**src/rtl/xor_stream_checksum_pkg.sv**
```systemverilog
// Shared definitions for the XOR stream checksum engine: FSM state
// encodings and fold-mode codes.
package xor_stream_checksum_pkg;

  typedef enum logic [1:0] {
    IDLE  = 2'd0,
    ACCUM = 2'd1,
    HOLD  = 2'd2
  } state_e;

  localparam logic MODE_XOR    = 1'b0;
  localparam logic MODE_ROTXOR = 1'b1;

endpackage : xor_stream_checksum_pkg

```
**src/rtl/xor_stream_checksum_fold_step.sv**
```systemverilog
// One combinational fold step of the checksum: either plain XOR of the
// beat into the accumulator, or rotate the accumulator left by one bit
// and then XOR the beat in.
module xor_fold_step
  import xor_stream_checksum_pkg::*;
#(
  parameter int N = 16
) (
  input  logic [N-1:0] acc,
  input  logic [N-1:0] data,
  input  logic         mode,
  output logic [N-1:0] next_acc
);

  logic [N-1:0] acc_rot;

  // Rotate-left-by-one view of the accumulator.
  assign acc_rot = {acc[N-2:0], acc[N-1]};

  // Select the fold flavour for this beat.
  always_comb begin
    next_acc = acc ^ data;
    if (mode == MODE_ROTXOR) begin
      next_acc = acc_rot ^ data;
    end
  end

endmodule : xor_fold_step

```
**src/rtl/xor_stream_checksum.sv**
```systemverilog
// Streaming XOR checksum engine. Folds N-bit beats of a packet into an
// accumulator and emits one checksum word, beat count and saturation flag
// per packet.
//
// Handshakes: a transfer happens on a rising edge where valid && ready.
// The producer holds valid (and its payload) until that edge; ready never
// depends combinationally on valid. in_ready is a pure function of state,
// out_valid is a pure function of state, and out_sum/out_count/out_ovf are
// registers that stay stable while out_valid is high.
module xor_stream_checksum
  import xor_stream_checksum_pkg::*;
#(
  parameter int N  = 16,
  parameter int CW = 8
) (
  input  logic          clk,
  input  logic          rst_n,
  input  logic          in_valid,
  output logic          in_ready,
  input  logic [N-1:0]  in_data,
  input  logic          in_last,
  input  logic          mode,
  output logic          out_valid,
  input  logic          out_ready,
  output logic [N-1:0]  out_sum,
  output logic [CW-1:0] out_count,
  output logic          out_ovf,
  output logic [1:0]    dbg_state
);

  localparam logic [CW-1:0] CNT_MAX = {CW{1'b1}};

  state_e        state_q, state_d;
  logic [N-1:0]  acc_q;
  logic [N-1:0]  fold_acc;
  logic [N-1:0]  next_acc;
  logic          fold_mode;
  logic          mode_q;
  logic [CW-1:0] cnt_q, cnt_d;
  logic          ovf_q, ovf_d;
  logic          accept;
  logic          fire_out;

  assign in_ready  = (state_q != HOLD);
  assign out_valid = (state_q == HOLD);
  assign accept    = in_valid && in_ready;
  assign fire_out  = out_valid && out_ready;
  assign dbg_state = state_q;

  // The first beat of a packet folds into a zero accumulator with the live
  // mode input; later beats use the accumulator and the latched mode.
  assign fold_acc  = (state_q == IDLE) ? '0 : acc_q;
  assign fold_mode = (state_q == IDLE) ? mode : mode_q;

  xor_fold_step #(
    .N(N)
  ) u_fold (
    .acc      (fold_acc),
    .data     (in_data),
    .mode     (fold_mode),
    .next_acc (next_acc)
  );

  // Saturating beat counter and sticky overflow flag for the next beat.
  always_comb begin
    cnt_d = cnt_q;
    ovf_d = ovf_q;
    if (state_q == IDLE) begin
      cnt_d = CW'(1);
      ovf_d = 1'b0;
    end else if (cnt_q == CNT_MAX) begin
      cnt_d = cnt_q;
      ovf_d = 1'b1;
    end else begin
      cnt_d = cnt_q + CW'(1);
    end
  end

  // Next-state logic for the IDLE -> ACCUM -> HOLD packet cycle.
  always_comb begin
    state_d = state_q;
    case (state_q)
      IDLE: begin
        if (accept) begin
          state_d = in_last ? HOLD : ACCUM;
        end
      end
      ACCUM: begin
        if (accept && in_last) begin
          state_d = HOLD;
        end
      end
      HOLD: begin
        if (fire_out) begin
          state_d = IDLE;
        end
      end
      default: state_d = IDLE;
    endcase
  end

  // State register.
  always_ff @(posedge clk or negedge rst_n) begin
    if (!rst_n) begin
      state_q <= IDLE;
    end else begin
      state_q <= state_d;
    end
  end

  // Accumulator, counter, latched mode and overflow flag.
  always_ff @(posedge clk or negedge rst_n) begin
    if (!rst_n) begin
      acc_q  <= '0;
      cnt_q  <= '0;
      mode_q <= MODE_XOR;
      ovf_q  <= 1'b0;
    end else if (accept) begin
      acc_q <= next_acc;
      cnt_q <= cnt_d;
      ovf_q <= ovf_d;
      if (state_q == IDLE) begin
        mode_q <= mode;
      end
    end else if (fire_out) begin
      ovf_q <= 1'b0;
    end
  end

  // Result registers, loaded on the last beat and held until the next one.
  always_ff @(posedge clk or negedge rst_n) begin
    if (!rst_n) begin
      out_sum   <= '0;
      out_count <= '0;
      out_ovf   <= 1'b0;
    end else if (accept && in_last) begin
      out_sum   <= next_acc;
      out_count <= cnt_d;
      out_ovf   <= ovf_d;
    end
  end

endmodule : xor_stream_checksum

```
**config.mk**
```make
export PLATFORM = sky130hd
export DESIGN_NAME = xor_stream_checksum
export DESIGN_NICKNAME = d
export VERILOG_FILES = /design/src/rtl/xor_stream_checksum_pkg.sv /design/src/rtl/xor_stream_checksum_fold_step.sv /design/src/rtl/xor_stream_checksum.sv
export SDC_FILE = /design/constraint.sdc
export NUM_CORES = 1
export LEC_CHECK = 0
export ABC_AREA = 0
export CAP_MARGIN = 20
export CELL_PAD_IN_SITES_DETAIL_PLACEMENT = 2
export CELL_PAD_IN_SITES_GLOBAL_PLACEMENT = 2
export CORE_UTILIZATION = 33
export CTS_BUF_LIST = sky130_fd_sc_hd__clkbuf_8
export CTS_CLUSTER_DIAMETER = 150
export DETAILED_ROUTE_END_ITERATION = 8
export PLACE_DENSITY_LB_ADDON = 0.1
export SETUP_SLACK_MARGIN = 0.15
export SLEW_MARGIN = 30
export SYNTH_ARGS = -nofsm -noshare
export SYNTH_HDL_FRONTEND = slang
export SYNTH_HIERARCHICAL = 1
export SYNTH_SLANG_ARGS = --single-unit
```
**constraint.sdc**
```tcl
create_clock -name clk -period 2.45 [get_ports clk]
set_clock_uncertainty 0.05 [all_clocks]
set_input_delay 0.245 -clock clk [delete_from_list [all_inputs] [get_ports clk]]
set_output_delay 0.245 -clock clk [all_outputs]
set_load 0.02 [all_outputs]
```
Word level (Yosys, flattened, before mapping)
Index checks and enable logic that the tools add are counted.
Widths: inputs -> output; s select.

cells by class
  add/subtract/negate cells = 1
  equality and inequality tests = 7
  mux-type cells = 14
  bitwise operators = 2
  reduce and logical (&&, ||, !) cells = 6

operator list
  cell                 count
  $mux 16              2
  $xor 16x16->16       2
  $mux 8               2
  $add 8x1->8 const B  1
  $eq 8x8->1 const B   1
  $mux 2               4
  $ne 2x2->1 const B   3
  $pmux 2 s3           1
  $mux 1               5
  $logic_and 1x1->1    3
  $reduce_and 3->1     1
  $eq 2x1->1 const B   1
  $eq 2x2->1 const B   1
  $logic_not 2->1      1
  $ne 2x1->1 const B   1
  $reduce_bool 2->1    1

storage, ports and cells
  register bits after elaboration = 53
  input port bits = 22
  output and inout bits = 29

Longest topological paths before layout
Gate-level depths: netlist (run 1).

  depth in word-level cells = 5
  gate-level depth with buffers = 9
  gate-level depth less buffers = 6

Cells and area by module
Netlist (run 1), hierarchy kept.

modules (own cells, without submodules)
  module               times used  cells each  area an instance (um^2)  seq. area each (um^2)
  xor_stream_checksum  1           274         2471.1                   1326.3
  xor_fold_step        1           34          331.6                    0.0

Least setup slack after synthesis (run 1)
Ideal clock, no wire load.

  path kind = register -> register
  from = reg state_q[1] (netlist: dbg_state[1])
  to = reg out_sum[4]
  data arrival time = 2070 ps
  path slack = 265 ps
  stages on the path, launching flop included = 10
  buffers on the path = 3
  period minus slack after synthesis = 2185 ps
  path through = dfrtp_1 -> buf_2 -> nor2_1 -> mux2_2 -> buf_6 -> buf_12 -> mux2i_1 -> xnor2_1 -> nand2_1 -> nand2_1

between the ends
  elaborated cells between the ends (all ways) = 9
  classes of those cells = 1 x eq/ne; 3 x mux; 2 x bitwise; 3 x reduce/logical

RTL lines
  what                      RTL line                             text
  start: declaration        xor_stream_checksum.sv:33            state_e state_q, state_d;
  start signal: assignment  xor_stream_checksum.sv:107           state_q <= state_d;
  $logic_not 2->1           xor_stream_checksum.sv:53            assign fold_mode = (state_q == IDLE) ? mode : mode_q;
  $mux 1                    -
  net fold_mode             xor_stream_checksum.sv:37            logic fold_mode;
  $mux 16                   xor_stream_checksum_fold_step.sv:23  if (mode == MODE_ROTXOR) begin
  net next_acc[4]           xor_stream_checksum.sv:36            logic [N-1:0] next_acc;
  end signal: assignment    xor_stream_checksum.sv:137           out_sum <= next_acc;
  end: declaration          xor_stream_checksum.sv:25            output logic [N-1:0] out_sum,

The timed path passes the listed nets, and every way through them passes these cells.
A chain may end at the register's enable or synchronous reset.

Final worst setup path (run 1)
  from = reg state_q[0] (netlist: dbg_state[0])
  to = out out_valid

between the ends
  cells in the longest elaborated chain, start to end = 1

ends and longest elaborated chain
  what              RTL line                   text
  $eq 2x2->1        xor_stream_checksum.sv:45  assign out_valid = (state_q == HOLD);
  end: declaration  xor_stream_checksum.sv:23  output logic out_valid,

Every way passes these cells.

==> impl_metrics.toml, run 1 <==
[global_routing]
grt_max_degree = 26
antenna_found_initial = 0
grt_pass1_wl_mm = 12.9
grt_pass1_vias = 2594
grt_usage_pct = 19.0
overflow = 0

[setup_path]
ff2ff_path_depth = 6
cp_max_fo = 17
r2r_end = "acc_q[9]"
cp.arrival_ns = 1.74
cp.required_ns = 2.15
reg2reg_from = "dbg_state[1]"
critPathLaunchType = "register"
cp-end-kind = "output pin"
path_class = "register to output pin"
slowest_delay_ns = 0.59
worstPathCellList = "buf_4, nand2b_4, inv_1, clkdlybuf4s50_1"
crit_slowest_cell = "clkdlybuf4s50_1"
r2r_setup_slack_ns = 0.57

[run_status]
status = "complete, no violations"

[timing]
slew_viol_final = 0
setup_viol = 0
fmax_ghz = 0.490
holdWs_ns = 0.374
max_slew_margin_pct = 65.5
worst_pin_slew_ns = 0.517
rsz0062_at_grt = "no"
worst_slack_ns = 0.411
finalCritPeriodShare_pct = 83.2
fin_crit_ns = 2.04
fin_tns_setup_ns = 0
hold_viol = 0

[floorplanning]
dieArea_um2 = 8870
coreArea_um2 = 8220
die_y_um = 94.2
initial_utilization_pct = 34.1
die_w_um = 94.2
placementRows = 33
num_io_pins = 51

[pwr]
share_seq_of_total_power_pct = 42.9
combinationalPowerShare_pct = 40.2
p_sw_share_pct = 36.7
cellInternalPower_mw = 1.81
power_density_nw_per_um2 = 836
ir_drop_mv = 0.229
p_leak_nw = 1.61
power.switching_mw = 1.05
p_clk_share_pct = 16.8

[synthesis]
synth.area.top_cells = "dfrtp_1, nand2_1, mux2i_1"
synth_edf_count = 0
yosysSeqAreaShare_pct = 47.3
synth_nets = 331
synth_cell_type_count = 45
syn_area_um2 = 2800
netlist.area_leader.share_pct = 47.3
synth_area_leader_cell = "dfrtp_1"
ys_ff_latch = 53
syn_inst = 308
async_reset_ff_share_pct = 100
synth.avg_cell_area_um2 = 9.10
synthFlopType = "dfrtp_1"
yosysMostFrequentCell = "nand2_1"
synth_common_cells = "nand2_1, dfrtp_1, xnor2_1, mux2i_1, a21oi_1"
ys_warn_count = 6

[route]
vias_per_cell = 5.04
num_vias = 2317
drt_first_iter_violations = 46
wirelength_mm = 7.55
firstDrtPassIters = 4
wire_per_inst_um = 16.4
ant_nets = 0
drc = 0

[cts]
clock-sinks = 53
cts_made_buffers = 5
htreeDepth = 2
clock_latency_ns = 0.31
cts_tree = "yes"
post_cts_resized = 0
path_clk_slew_ns = 0.10
cts_buffer_depth = 2
root_buffer = "clkbuf_8"

[layout]
syn_to_final_growth_pct = 22.4
n_antenna_cell = 0
final_nets = 379
drive_gt1_share_pct = 7.32

[place]
pre_cts_ws_ns = 0.413
place.gp.congestion = 0.754
dpl.hpwl_mm = 5.50
io_buffers = 50

[job]
drv_cap = 0

[worst_hold_path]
min-delay-path-class = "primary input to asynchronous set/reset pin"
-- sequential cells by signal (all words and copies together), names as in the netlist --
| name | flops |
|---|---|
| acc_q | 16 |
| ovf_q | 1 |
| mode_q | 1 |
| cnt_q | 8 |
| out_count | 8 |
| out_sum | 16 |
| out_ovf | 1 |
| dbg_state | 2 |
-- routing by layer --
| layer | vias to the layer above | global-route usage [%] | share of wire (%) |
|---|---|---|---|
| li1 | 1107 | - | - |
| met1 | 1168 | 24.7 | 47 |
| met2 | 35 | 32.7 | 49 |
| met3 | 7 | 2.83 | 2.5 |
| met4 | 0 | 5.00 | 1.1 |
| met5 | - | 0 | 0 |
-- worst max path at each step --
stage / to / cells after the start / from / slack (ns)
4_1_cts: out_valid / 4 / dbg_state[0] / 0.38
2_1_floorplan: out_sum[4] / 9 / dbg_state[1] / 0.26
5_1_grt: out_valid / 4 / dbg_state[0] / 0.35
3_5_place_dp: acc_q[9] / 6 / mode / 0.41
6_report: out_valid / 4 / dbg_state[0] / 0.41
3_3_place_gp: out_sum[11] / 6 / mode / 0.49
-- power by group through the flow --
stage | sequential, mW | clock [mW] | combinational [mW]
floorplan | 1.35 | 0 | 0.630
global route | 1.27 | 0.537 | 1.29
global placement | 1.24 | 0 | 1.14
finish | 1.23 | 0.483 | 1.15
detailed placement | 1.25 | 0 | 1.18
CTS | 1.24 | 0.509 | 1.18
-- cell families after synthesis --
group                      synth area share, %
xor gates and xnor gates                  5.31
and+or+nand+nor                           25.2
adders and majority gates                0.446
DFF                                       47.3
muxes                                     6.12
AOI/OAI and AO/OA                         9.73
buffers and inverters                     5.89
-- critical path: cells and delay by family (launching register included) --
kind	cells	cell delay (ns)
buffers and inverters	3	0.86
AND/OR/NAND/NOR	1	0.19
flip-flops	1	0.39
-- cells in the final DEF (no fill, tap or decap), drive strengths merged, types with 2 or more instances in the layout --
master,Yosys,layout
nor2b,6,6
a22o,2,2
nand4,3,3
dfrtp,53,53
a31o,3,3
nor3,2,2
o22ai,5,5
nor2,4,4
and2,2,2
nand2b,3,3
mux2i,16,16
nand2,114,114
and3,2,2
xnor2,17,17
a21oi,12,12
nand3,5,5
clkdlybuf4s50,0,49
and2b,11,11
a21o,2,2
clkbuf,3,5
o21ai,10,10
a31oi,2,2
inv,2,2
buf,17,11
-- timing repair --
item                                   4_1_cts  5_1_grt
buffers inserted                             0        0
hold buffers                                 1        0
endpoints found under the hold margin       17        0
-- through the flow --
step           cells  utilization (%)  power, mW  area, µm²
5_1_grt          460             41.8       3.09       3430
2_1_floorplan    308                -       1.98       2800
6_report         460             41.8       2.87       3430
4_1_cts          460             41.8       2.92       3430
3_3_place_gp     453             40.7       2.38       3350
3_5_place_dp     453             40.7       2.43       3350
-- area by class of cell --
type,instances,area (µm²)
well taps,105,131
clock buffers,5,68.8
clock inverters,1,5.00
multi-input cells,233,1310
inverters,2,7.51
flip-flops and latches,53,1330
fillers,917,4790
repair buffers,61,581
Power figures use the tool's default switching activity.
==> run 2: changes to the inputs <==
Clock period 2.45 ns to 1.9 ns, I/O delays scaled along.
==> run 2 against run 1 <==
  * Non-clock buffer count increased by 4
  * Power rose by 34%
  * Worst hold slack got worse by 0.10 ns
  * Count of clock-buffer cells in the layout rose by 1
  * Utilization is 1.2 points higher
  * Sequential power grew 29%
  * Cell count up 1.3%
  * Wire length up 6.9%
  * Highest routed layer unchanged
==> impl_metrics.toml, run 2 (synthesized netlist as in run 1, its figures left out) <==
[run_status]
status = "complete, no violations"

[timing]
hold_viol = 0
finalCritPeriodShare_pct = 92.4
rsz0062_at_grt = "yes"
fin_tns_setup_ns = 0
fmax_ghz = 0.570
fin_crit_ns = 1.75
setup_viol = 0
worst_pin_slew_ns = 0.383
slew_viol_final = 0
max_slew_margin_pct = 74.4

[setup_path]
path_delay_family = "multiplexers"
cp.required_ns = 2.10
path_class = "register to register"
ff2ff_path_depth = 6
cp-end-kind = "register"
critPathLaunchType = "register"
path_depth = 6
slowest_delay_ns = 0.44
cp.arrival_ns = 1.96
cp_max_fo = 9
path_buf_inv = 0
worstPathCellList = "nor2_4, mux2_4, mux2i_1, xnor2_1, nand2_1, nand2_1"
critPathMostFrequentCell = "nand2_1"
crit_slowest_cell = "dfrtp_2"

[place]
place.gp.congestion = 0.777
io_buffers = 50
post-place-cells = 457
dpl.hpwl_mm = 5.66

[global_routing]
grt_max_degree = 30
grt_usage_pct = 19.8
grt_pass1_wl_mm = 13.3
antenna_found_initial = 0
overflow = 0
grt_pass1_vias = 2566

[floorplanning]
num_io_pins = 51
die_w_um = 94.2
dieArea_um2 = 8870
initial_utilization_pct = 34.1
coreArea_um2 = 8220
placementRows = 33
die_y_um = 94.2

[cts]
htreeDepth = 2
path_clk_slew_ns = 0.10
post-cts-setup-buffers = 0
clock-sinks = 53
cts_buffer_depth = 2
cts_tree = "yes"
cts_made_buffers = 5
root_buffer = "clkbuf_8"
clock_latency_ns = 0.31

[pwr]
power_density_nw_per_um2 = 1080
ir_drop_mv = 0.364
p_leak_nw = 1.66

[layout]
syn_to_final_growth_pct = 26.1
drive_gt1_share_pct = 11.1
layout.filler_cells = 915
n_antenna_cell = 0
top_regs = "acc_q x16, out_sum x16"
final_cells = 466
multi_input_area_um2 = 1350
mostFrequentLayoutCells = "nand2_1, dfrtp_1, clkdlybuf4s50_1"
final_common_cell = "nand2_1"
final_nets = 384
regArea_um2 = 1330

[route]
vias_per_cell = 5.10
wire_per_inst_um = 17.3
wirelength_mm = 8.07
num_vias = 2378
firstDrtPassIters = 4
ant_nets = 0
drc = 0
drt_first_iter_violations = 73

[worst_hold_path]
min-delay-path-class = "primary input to asynchronous set/reset pin"

[job]
drv_cap = 0
run 2: worst paths after layout:
check	start	slack [ns]	to
hold reg to reg	acc_q[6]	0.43	acc_q[6]
setup reg to reg	dbg_state[0]	0.15	out_sum[13]
setup / recovery	dbg_state[0]	0.15	out_sum[13]
hold / removal	rst_n	0.27	out_sum[10]
max in group asynchronous	rst_n	1.03	acc_q[6]
min in group clk	acc_q[6]	0.43	acc_q[6]
run 2: report_power, final:
part | total [mW] | switching (mW) | internal [mW]
registers | 1.59 | 0.179 | 1.41
clock network | 0.674 | 0.388 | 0.286
logic | 1.57 | 0.838 | 0.730
run 2: area by class of cell:
| type | count | share of cell area (%) |
|---|---|---|
| repair buffers | 65 | 17.7 |
| well taps | 105 | 3.72 |
| clock buffers | 6 | 2.34 |
| flip-flops and latches | 53 | 37.6 |
| inverters | 2 | 0.212 |
| clock inverters | 1 | 0.106 |
| multi-input cells | 234 | 38.2 |
run 2: what timing repair did:
item	CTS	global route
pin swaps	0	1
cloned	1	0
hold buffers	1	0
setup endpoints to repair	5	33
gates resized for setup	4	9
hold endpoints to repair	13	0
run 2: layer usage:
| layer | share of wire, % | wire length (µm) | vias to the layer above | track usage [%] |
|---|---|---|---|---|
| met5 | 0 | 0 | - | 0 |
| met4 | 0.74 | 60 | 0 | 3.85 |
| met3 | 2.3 | 182 | 6 | 2.83 |
| met2 | 52 | 4180 | 29 | 35.2 |
| met1 | 45 | 3650 | 1219 | 25.3 |
| li1 | - | - | 1124 | - |
run 2: worst register-to-register path: cells and delay by family (launching register included):
kind | cells | cell delay, ns
DFF | 1 | 0.44
xor gates and xnor gates | 1 | 0.24
muxes | 2 | 0.58
and+or+nand+nor | 3 | 0.38
run 2: stage by stage:
| step | util [%] | setup slack, ns | total power, mW | area (µm²) | hold slack [ns] |
|---|---|---|---|---|---|
| floorplan | - | 0.000900 | 2.58 | 2830 | -0.156 |
| global placement | 41.6 | 0.169 | 3.11 | 3420 | 0.0838 |
| detailed placement | 41.6 | 0.126 | 3.17 | 3420 | 0.0833 |
| CTS | 42.9 | 0.101 | 3.86 | 3520 | 0.278 |
| global route | 43.0 | 0.0720 | 4.10 | 3530 | 0.308 |
| finish | 43.0 | 0.145 | 3.83 | 3530 | 0.270 |
==> run 3: changes to the inputs <==
Settings changed: CELL_PAD_IN_SITES_DETAIL_PLACEMENT 2 to default, CELL_PAD_IN_SITES_GLOBAL_PLACEMENT 2 to default, CORE_UTILIZATION 33 to 45, PLACE_DENSITY from default to 0.7, PLACE_DENSITY_LB_ADDON 0.1 to default.
==> run 3 against run 2 <==
  * Wire length down 21%
  * Via count down 2.4%
  * Combinational power down 4%
==> impl_metrics.toml, run 3 (synthesized netlist as in run 1, its figures left out) <==
[cts]
cts_made_buffers = 5
clock_latency_ns = 0.31
cts_buffer_depth = 2
path_clk_slew_ns = 0.11
htreeDepth = 2
root_buffer = "clkbuf_8"
cts_tree = "yes"
post-cts-setup-buffers = 0
clock-sinks = 53

[setup_path]
slowest_delay_ns = 0.43
path_depth = 6
path_delay_family = "multiplexers"
path_class = "register to register"
worstSetupEndpoint = "out_sum[9]"
critPathMostFrequentCell = "nand2_1"
r2r_end = "out_sum[9]"
cp_max_fo = 5
r2r_setup_slack_ns = 0.20
cp.arrival_ns = 1.91
ff2ff_path_depth = 6
crit_start = "dbg_state[1]"
cp-end-kind = "register"
critPathLaunchType = "register"
crit_slowest_cell = "dfrtp_2"
reg2reg_from = "dbg_state[1]"
worstPathCellList = "nor2_4, mux2_4, mux2i_1, xnor2_1, nand2_1, nand2_1"
path_buf_inv = 0
cp.required_ns = 2.11

[pwr]
cellInternalPower_mw = 2.40
p_sw_share_pct = 36.3
combinationalPowerShare_pct = 39.8
p_clk_share_pct = 17.9
power_density_nw_per_um2 = 1080
power.switching_mw = 1.37
p_leak_nw = 1.66
share_seq_of_total_power_pct = 42.3
ir_drop_mv = 0.557

[layout]
regArea_um2 = 1330
utilization_pct = 58.6
syn_to_final_growth_pct = 24.6
multi_input_area_um2 = 1350
final_cells = 437
final_common_cell = "nand2_1"
drive_gt1_share_pct = 11.0
layout.filler_cells = 554
n_antenna_cell = 0
mostFrequentLayoutCells = "nand2_1, dfrtp_1, clkdlybuf4s50_1"
final_nets = 384
top_regs = "acc_q x16, out_sum x16"

[global_routing]
grt_pass1_wl_mm = 10.1
met1_usage_pct = 26.5
grt_use_met3_pct = 4.16
grt_max_degree = 26
grt_usage_pct = 20.2
overflow = 0
busiest_layer = "met2"
antenna_found_initial = 0
grt_pass1_vias = 2163
met2_usage_pct = 33.6

[floorplanning]
dieArea_um2 = 6550
num_io_pins = 51
die_y_um = 80.9
initial_utilization_pct = 47.1
placementRows = 28
die_w_um = 80.9
coreArea_um2 = 5960

[place]
dpl.hpwl_mm = 4.34
place.gp.congestion = 0.827
io_buffers = 50
pre_cts_ws_ns = 0.123
post-place-cells = 426

[timing]
slew_viol_final = 0
fin_tns_setup_ns = 0
worst_slack_ns = 0.199
holdWs_ns = 0.332
fmax_ghz = 0.588
fin_crit_ns = 1.70
rsz0062_at_grt = "yes"
setup_viol = 0
max_slew_margin_pct = 62.5
hold_viol = 0
finalCritPeriodShare_pct = 89.6
worst_pin_slew_ns = 0.563

[route]
wirelength_mm = 6.35
drt_first_iter_violations = 89
firstDrtPassIters = 4
num_vias = 2322
drc = 0
vias_per_cell = 5.31
wire_per_inst_um = 14.5
ant_nets = 0

[worst_hold_path]
min-delay-path-class = "primary input to asynchronous set/reset pin"

[job]
drv_cap = 0

[run_status]
status = "complete, no violations"
run 3: how the worst min path moves through the flow:
stage,start,to,cells past startpoint
2_1_floorplan,rst_n,acc_q[0],0
3_3_place_gp,rst_n,out_sum[3],1
3_5_place_dp,rst_n,out_sum[4],1
4_1_cts,rst_n,out_sum[5],2
5_1_grt,rst_n,out_sum[5],2
6_report,rst_n,out_sum[4],2
run 3: per-layer routing:
layer / routed length (µm) / share of wire (%) / up-vias
met2: 3030 / 48 / 61
met4: 68 / 1.1 / 0
li1: - / - / 1133
met5: 0 / 0 / -
met1: 2990 / 47 / 1118
met3: 264 / 4.2 / 10
run 3: worst reg2reg max path, stage by stage (launching register included):
cell     delay (ns)
dfrtp_2        0.43
nor2_4         0.20
mux2_4         0.38
mux2i_1        0.21
xnor2_1        0.19
nand2_1        0.10
nand2_1        0.08
run 3: area by class of cell:
cell class,count,share of cell area (%)
Clock buffer,5,1.97
Tap cell,75,2.69
Timing Repair Buffer,64,17.5
Multi-Input combinational cell,235,38.8
Clock inverter,3,0.717
Sequential cell,53,38.1
Inverter,2,0.215
run 3: timing repair:
item,in CTS,in global routing
hold buffers,1,0
cloned,0,2
endpoints found under the setup margin,2,12
gates resized for setup,2,8
hold endpoints to repair,22,0
pin swaps,0,2
run 3: stage by stage:
| step | power (mW) | instance area (µm²) |
|---|---|---|
| final | 3.76 | 3490 |
| after CTS | 3.76 | 3450 |
| after floorplan | 2.58 | 2830 |
| after global routing | 4.02 | 3490 |
| after detailed placement | 3.08 | 3350 |
| after global placement | 3.04 | 3350 |
run 3: power groups by stage:
stage | sequential [mW] | clock, mW | combinational (mW)
floorplan | 1.75 | 0 | 0.831
global placement | 1.60 | 0 | 1.45
detailed placement | 1.61 | 0 | 1.47
CTS | 1.59 | 0.697 | 1.48
global route | 1.63 | 0.739 | 1.65
finish | 1.59 | 0.675 | 1.50
